<file path="config.mk">
export PLATFORM = sky130hd
export DESIGN_NAME = bpred_gshare
export DESIGN_NICKNAME = d
export VERILOG_FILES = /design/src/rtl/bpred_pkg.sv /design/src/rtl/bpred_pht.sv /design/src/rtl/bpred_gshare.sv
export SDC_FILE = /design/constraint.sdc
export NUM_CORES = 1
export LEC_CHECK = 0
export CAP_MARGIN = 25
export CORE_MARGIN = 2
export CORE_UTILIZATION = 30
export CTS_CLUSTER_DIAMETER = 100
export DETAILED_ROUTE_END_ITERATION = 12
export GPL_TIMING_DRIVEN = 0
export SYNTH_ARGS = -nofsm -noshare
export SYNTH_HDL_FRONTEND = slang
export SYNTH_SLANG_ARGS = --single-unit
</file>
<file path="constraint.sdc">
create_clock -name clk -period 15.3 [get_ports clk]
set_input_delay 3.06 -clock clk [delete_from_list [all_inputs] [get_ports clk]]
set_output_delay 3.06 -clock clk [all_outputs]
set_load 0.02 [all_outputs]
</file>
<file path="src/rtl/bpred_pkg.sv">
// Shared types and saturating-counter helpers for the bpred_gshare direction predictor.
package bpred_pkg;

  typedef enum logic [0:0] {
    BP_INIT = 1'b0,
    BP_RUN  = 1'b1
  } bp_state_e;

  localparam int          CTR_W_DEF = 2;
  localparam logic [31:0] CTR_MAX   = (32'd1 << CTR_W_DEF) - 32'd1;

  function automatic logic [31:0] ctr_max(input int ctr_w);
    return (32'd1 << ctr_w) - 32'd1;
  endfunction

  function automatic logic [31:0] sat_inc(input logic [31:0] v, input int ctr_w);
    return (v >= ctr_max(ctr_w)) ? ctr_max(ctr_w) : v + 32'd1;
  endfunction

  function automatic logic [31:0] sat_dec(input logic [31:0] v, input int ctr_w);
    return (v == 32'd0) ? 32'd0 : ((v - 32'd1) & ctr_max(ctr_w));
  endfunction

endpackage

</file>
<file path="src/rtl/bpred_pht.sv">
// Pattern history table: counters with async read, saturating update port and
// a one-entry-per-cycle initialisation sweep.
module bpred_pht
  import bpred_pkg::*;
#(
  parameter int IDX_W    = 8,
  parameter int CTR_W    = 2,
  parameter int CTR_INIT = 1
) (
  input  logic             clk,
  input  logic             rst,
  input  logic             i_init,
  output logic             o_last,
  input  logic [IDX_W-1:0] i_rd_idx,
  output logic [CTR_W-1:0] o_rd_ctr,
  input  logic             i_wr_en,
  input  logic [IDX_W-1:0] i_wr_idx,
  input  logic             i_wr_taken
);

  localparam int DEPTH = 1 << IDX_W;

  logic [CTR_W-1:0] r_tbl [DEPTH];
  logic [IDX_W-1:0] r_ptr;
  logic [CTR_W-1:0] w_cur;
  logic [CTR_W-1:0] w_nxt;

  assign o_rd_ctr = r_tbl[i_rd_idx];
  assign w_cur    = r_tbl[i_wr_idx];
  assign w_nxt    = i_wr_taken ? CTR_W'(sat_inc(32'(w_cur), CTR_W))
                               : CTR_W'(sat_dec(32'(w_cur), CTR_W));
  assign o_last   = (r_ptr == {IDX_W{1'b1}});

  always_ff @(posedge clk) begin
    if (rst) begin
      r_ptr <= '0;
    end else if (i_init) begin
      r_ptr <= r_ptr + IDX_W'(1);
    end
  end

  // Table is left unreset on purpose; the sweep owns initialisation.
  always_ff @(posedge clk) begin
    if (!rst) begin
      if (i_init) begin
        r_tbl[r_ptr] <= CTR_W'(CTR_INIT);
      end else if (i_wr_en) begin
        r_tbl[i_wr_idx] <= w_nxt;
      end
    end
  end

endmodule

</file>
<file path="src/rtl/bpred_gshare.sv">
// Branch direction predictor top: INIT/RUN FSM, index hash and global history.
// Define GSHARE_EN for the gshare hash with speculative history; otherwise bimodal.
module bpred_gshare
  import bpred_pkg::*;
#(
  parameter int IDX_W    = 8,
  parameter int CTR_W    = 2,
  parameter int HIST_W   = 8,
  parameter int CTR_INIT = 1
) (
  input  logic              clk,
  input  logic              rst,
  output logic              ready,
  input  logic              pred_valid,
  input  logic [31:0]       pred_pc,
  output logic              pred_taken,
  output logic [IDX_W-1:0]  pred_idx,
  output logic [HIST_W-1:0] pred_hist,
  input  logic              upd_valid,
  input  logic [IDX_W-1:0]  upd_idx,
  input  logic [HIST_W-1:0] upd_hist,
  input  logic              upd_taken,
  input  logic              upd_mispred
);

  bp_state_e        r_state;
  bp_state_e        w_state_nxt;
  logic             w_last;
  logic             w_run;
  logic [IDX_W-1:0] w_idx;
  logic [CTR_W-1:0] w_ctr;

  always_ff @(posedge clk) begin
    if (rst) r_state <= BP_INIT;
    else     r_state <= w_state_nxt;
  end

  always_comb begin
    w_state_nxt = r_state;
    case (r_state)
      BP_INIT: if (w_last) w_state_nxt = BP_RUN;
      BP_RUN:  w_state_nxt = BP_RUN;
      default: w_state_nxt = BP_INIT;
    endcase
  end

  assign w_run      = (r_state == BP_RUN);
  assign ready      = w_run;
  assign pred_taken = w_run & w_ctr[CTR_W-1];
  assign pred_idx   = w_idx;

`ifdef GSHARE_EN
  logic [HIST_W-1:0] r_ghr;
  logic [HIST_W:0]   w_spec;
  logic [HIST_W:0]   w_rcv;
  logic              w_unused_bits;

  assign w_spec = {r_ghr, pred_taken};
  assign w_rcv  = {upd_hist, upd_taken};

  // Recovery wins over a same-cycle shift: the younger lookup is being flushed.
  always_ff @(posedge clk) begin
    if (rst) begin
      r_ghr <= '0;
    end else if (w_run) begin
      if (upd_valid && upd_mispred) r_ghr <= w_rcv[HIST_W-1:0];
      else if (pred_valid)          r_ghr <= w_spec[HIST_W-1:0];
    end
  end

  assign w_idx         = pred_pc[IDX_W+1:2] ^ IDX_W'(r_ghr);
  assign pred_hist     = r_ghr;
  assign w_unused_bits = ^{w_spec[HIST_W], w_rcv[HIST_W], pred_pc[31:IDX_W+2], pred_pc[1:0]};
`else
  logic w_unused_bits;

  assign w_idx         = pred_pc[IDX_W+1:2];
  assign pred_hist     = '0;
  assign w_unused_bits = ^{pred_valid, upd_hist, upd_mispred, pred_pc[31:IDX_W+2], pred_pc[1:0]};
`endif

  bpred_pht #(
    .IDX_W    (IDX_W),
    .CTR_W    (CTR_W),
    .CTR_INIT (CTR_INIT)
  ) u_pht (
    .clk        (clk),
    .rst        (rst),
    .i_init     (r_state == BP_INIT),
    .o_last     (w_last),
    .i_rd_idx   (w_idx),
    .o_rd_ctr   (w_ctr),
    .i_wr_en    (upd_valid && w_run),
    .i_wr_idx   (upd_idx),
    .i_wr_taken (upd_taken)
  );

endmodule

</file>
* Word level (Yosys, flattened, before mapping)
Memories as Yosys holds them, arrays and structs flattened.
Index checks and enable logic that the tools add are counted.
** Storage, ports and cells
- Output and inout port bits :: 18
- Bits in read-only memories :: 0
- Register bits :: 9
- Logic and storage cells :: 28
- Latch bits :: 0
- Memories kept :: 1
- Bits in writable memories :: 512
** Operators by class
- Equality and inequality tests :: 1
- Order comparisons :: 1
- Mux-type cells :: 15
- Add/sub/neg operators :: 3
- Shift-type cells :: 0
- Bitwise operators :: 2
- Divide/modulo/power cells :: 0
- Reductions and logical operators :: 3
- Multiply operators :: 0
** Memory list
- u_pht.r_tbl :: depth 256, width 2, read ports 2, clocked after memory_dff 0, wr ports 1, RTL line bpred_pht.sv:23 : logic [CTR_W-1:0] r_tbl [DEPTH];
** Operator list (number)
- 1-bit 2-to-1 mux :: 9
- 8-bit by 1-bit adder with 8-bit output, second input constant :: 1
- 8-bit == test, second input constant :: 1
- 2-bit 2-to-1 mux :: 4
- 8-bit 2-to-1 mux :: 1
- 2-bit by 1-bit adder with 2-bit output, second input constant :: 1
- 2-bit greater-or-equal comparator, second input constant :: 1
- 2-bit logical NOT :: 1
- 1-bit one-hot mux with 2 select lines :: 1
- 2-bit OR reduction :: 1
- 2-bit by 1-bit subtractor with 2-bit output, second input constant :: 1
- 1-bit AND :: 1
- 1-bit logical AND :: 1
- 1-bit inverter :: 1

* Logic depth before layout (Yosys ltp)
- Word-level depth :: 7
- Depth in mapped cells :: 13
- Gate-level depth less buffers :: 8

* Modules after synthesis
From an unflattened synthesis, not the netlist that was laid out.
** Unflattened totals
- Cell total of the unflattened synthesis :: 1577
- Area, all modules :: 25807.3 µm²
** Modules (own cells, without submodules)
- bpred_pht :: instances 1, area each 25634.6 µm², sequential area each 15534.9 µm², cells an instance 1555
- bpred_gshare :: instances 1, area each 172.7 µm², sequential area each 20.0 µm², cells an instance 22

* Worst setup path after synthesis
Ideal clock, no wire load.
- Path kind :: in2reg
- From :: input port upd_idx[0]
- To :: memory u_pht.r_tbl[0][1] (data pin)
- Cell stages on the path :: 12
- Setup time :: 1.574 ns
- Data required time :: 13.726 ns
- Arrival time :: 11.836 ns
- Setup slack :: 1.890 ns
- Cell sequence :: buf_2 buf_6 buf_4 buf_4 mux2i_1 o221ai_1 o22ai_1 nor3_1 nor3_1 o311ai_1 o21ai_1 a21oi_1
** On the way
- Longest elaborated chain between the ends :: 5
** Ends and longest elaborated chain
- start, declared :: RTL line bpred_gshare.sv:20 : input logic [IDX_W-1:0] upd_idx,
- memory 256 x 2 bit *
- 2-bit by 1-bit subtractor with 2-bit output (tied with other cells) :: RTL line bpred_pkg.sv:21 : return (v == 32'd0) ? 32'd0 : ((v - 32'd1) & ctr_max(ctr_w));
- 2-bit 2-to-1 mux, on equally long branches :: RTL line bpred_pkg.sv:21, bpred_pkg.sv:17
- 2-bit 2-to-1 mux * :: RTL line bpred_pht.sv:30 : assign w_nxt = i_wr_taken ? CTR_W'(sat_inc(32'(w_cur), CTR_W))
- 2-bit 2-to-1 mux (no line) *
- end, declared :: RTL line bpred_pht.sv:23
Mark *: on every way between the ends. The rest lies on a longest branch, timed or not.

* Worst setup path in the final report
- From :: input port pred_pc[3]
- To :: output port pred_taken
** On the way
- Longest elaborated chain between the ends :: 2
** Ends and longest elaborated chain
- start, declared :: RTL line bpred_gshare.sv:15 : input logic [31:0] pred_pc,
- memory 256 x 2 bit
- 1-bit AND :: RTL line bpred_gshare.sv:49 : assign pred_taken = w_run & w_ctr[CTR_W-1];
- end, declared :: RTL line bpred_gshare.sv:16 : output logic pred_taken,
Every way passes these cells.

==> results_dict.tcl <==
set metrics [dict create \
    required_ns 12.24 \
    first_iter_violations 2211 \
    final_core_util 0.352 \
    seq_area_frac_synth 0.655 \
    hold_start "u_pht.r_ptr[3]" \
    worstSetupPathType "input port to output port" \
    slew_headroom 0.256 \
    min_to "u_pht.r_ptr[3]" \
    syn_avg_cell_area_sq_um 16.6 \
    grt_overflow_total 0 \
    insertion_delay_ns 0.63 \
    syn_area_sq_mm 0.0238 \
    cts_resized 0 \
    busiest_layer "met2" \
    vias 14865 \
    met2_usage 0.302 \
    synth_edf_count 512 \
    fin_crit_sh 0.693 \
    rr_endpoint "u_pht.r_tbl[121][0]" \
    drv_cap 0 \
    crit_buf_inv 3 \
    yosys_warnings 0 \
    hold_violations 0 \
    crit_fanout 10 \
    crit_path_start_kind "input port" \
    numClockSinks 521 \
    gp_congestion 0.928 \
    root_buffer "clkbuf_16" \
    grt_util_met1 0.243 \
    rsz0062_at_grt "false" \
    initial_core_util 0.302 \
    hold_ws_ns 0.612 \
    die_h_um 285 \
    yosysUniqueCellTypes 59 \
    dp_hpwl_mm 54.3 \
    grt_pass1_wl_mm 109 \
    synth_ff_type "edfxtp_1" \
    cts_setup_buffers 0 \
    worstHoldPathCells 2 \
    pin_count 72 \
    cts_buffer_depth 3 \
    p_leak_nw 9.48 \
    io_buffer_count 22 \
    use_met3 0.0473 \
    die_w_um 285 \
    nets 1602 \
    antenna_found_initial 1 \
    wl_per_cell_um 28.9 \
    reg2reg_depth 12 \
    finClkSkew_ns 0.0314 \
    holdCritPathClass "flip-flop to flip-flop" \
    end_kind "output port" \
    clk_pin_slew_ns 0.06 \
    ant_nets 0 \
    tightest_slew_ns 1.12 \
    routed_wl_mm 76.2 \
    synthCells 1429 \
    vias_per_cell 5.63 \
    hold_buffers 0 \
    crit_top_cell "mux4_2" \
    core_area_sq_mm 0.0787 \
    core.rowCount 103 \
    tritoncts "done" \
    fin_crit_ns 10.60 \
    peakVddDrop_v 0.0000877 \
    drive_gt1_frac 0.231 \
    cpPeakStageDelay_ns 0.88 \
    cts_buffers 54 \
    critPathTopFamily "buffers and inverters" \
    setup_viol 0 \
    dieArea_sq_mm 0.0814 \
    diodes 0 \
    rrSetupSlack_ns 11.06 \
    max_freq_mhz 94.3 \
    area_growth_syn_to_layout_pct 16.6 \
    grtUsageTotal 0.187 \
    synthArstFlopShare 0 \
    drc 0 \
    grt_pass1_vias 15110 \
    htreeDepth 2 \
    grt_max_degree 40 \
    p_per_area_mw_per_mm2 108 \
    slew_violations 0 \
    ys_ff_latch 521 \
    cp.arrival_ns 7.54 \
    r2r_start "u_pht.r_tbl[123][0]" \
    path_cells "clkbuf_1 -> clkbuf_1 -> mux4_2 -> mux4_2 -> mux4_2 -> mux2i_1 -> nand2_1 -> o211a_1 -> clkdlybuf4s50_1" \
    first_pass_iters 8 \
    status "finished, final reports clean" \
    slowest_stage "clkbuf_1" \
]
[cells in the final DEF, fill, tap and decap left out, types with 10 or more instances in the layout]
master             n
buf_2             22
nand2_1           68
clkbuf_16         55
edfxtp_1         512
mux2i_1           35
clkbuf_1          74
buf_6             11
a21oi_1           16
buf_16            15
mux4_2           200
nand3_1           24
clkinv_1          14
a22oi_1           23
nand3b_1          10
buf_8             11
o221ai_1          12
o21ai_0           11
clkdlybuf4s50_1   22
buf_4             25
nor2_1           280
[worst min-delay path, stage by stage (launching register included)]
cell     delay, ns
dfxtp_1       0.36
xnor2_1       0.15
nor2_1        0.07
[cell families after synthesis]
logic type | share of synthesized area
other | 0.000158
AND/OR/NAND/NOR | 0.0733
adder cells (fa/ha/maj) | 0.000527
XOR/XNOR | 0.00258
AO/OA/AOI/OAI | 0.0348
flip-flops | 0.655
buffers and inverters | 0.0285
multiplexers | 0.205
[per-stage QoR]
step	area, sq um	worst slack (ns)	total power [mW]	setup TNS (ns)	std cells
6_report	27700	4.70	2.98	0	2641
5_1_grt	27700	4.73	3.06	0	2641
4_1_cts	27700	4.77	3.00	0	2640
3_5_place_dp	26000	4.74	1.75	0	2540
3_3_place_gp	25300	-6.24	1.74	-2786.14	2508
2_1_floorplan	23800	1.89	1.67	0	1436
[power breakdown]
group / internal, mW / switching, mW / total, mW
logic: 0.0610 / 0.114 / 0.175
registers: 1.54 / 0.00168 / 1.55
clock network: 0.707 / 0.556 / 1.26
total: 2.31 / 0.672 / 2.98
[synth_stat cells, types with 6 or more instances]
| cell type | n | area [sq um] |
|---|---|---|
| edfxtp_1 | 512 | 15400 |
| nor2_1 | 280 | 1050 |
| mux4_2 | 200 | 4500 |
| nand2_1 | 68 | 255 |
| clkbuf_1 | 60 | 225 |
| mux2i_1 | 35 | 350 |
| buf_4 | 25 | 188 |
| nand3_1 | 24 | 120 |
| a22oi_1 | 23 | 173 |
| buf_2 | 20 | 100 |
| a21oi_1 | 17 | 85.1 |
| o221ai_1 | 12 | 105 |
| buf_6 | 11 | 124 |
| o21ai_0 | 11 | 55.1 |
| nand3b_1 | 10 | 75.1 |
| dfxtp_1 | 9 | 180 |
| nor2b_1 | 9 | 56.3 |
| a22o_1 | 7 | 61.3 |
| buf_1 | 6 | 22.5 |
[sequential cells by signal (all words and copies together), names as in the netlist]
| name | cells |
|---|---|
| u_pht.r_ptr | 8 |
| ready | 1 |
| u_pht.r_tbl | 512 |
[area by class of cell]
| cell class | count | area [sq um] |
|---|---|---|
| Timing Repair Buffer | 55 | 908 |
| Clock inverter | 28 | 206 |
| Multi-Input combinational cell | 788 | 7570 |
| Tap cell | 1050 | 1310 |
| Buffer | 122 | 659 |
| Sequential cell | 521 | 15600 |
| Inverter | 5 | 18.8 |
| Clock buffer | 72 | 1470 |
| Fill cell | 7404 | 51000 |
[worst max-delay path by stage]
stage,start,cells past startpoint,slack (ns),end
6_report,pred_pc[3],9,4.70,pred_taken
5_1_grt,pred_pc[3],9,4.73,pred_taken
4_1_cts,pred_pc[3],9,4.77,pred_taken
3_5_place_dp,pred_pc[3],9,4.74,pred_taken
3_3_place_gp,upd_idx[2],11,-6.24,u_pht.r_tbl[122][1]
2_1_floorplan,upd_idx[0],12,1.89,u_pht.r_tbl[0][1]
[per-layer routing]
layer,share of wire,vias to the layer above,wire [um]
li1,-,5950,-
met1,0.38,7827,29200
met2,0.47,897,36200
met3,0.10,189,7660
met4,0.042,2,3230
met5,0.00017,-,13
No activity file was read; power rests on OpenSTA's default activity.
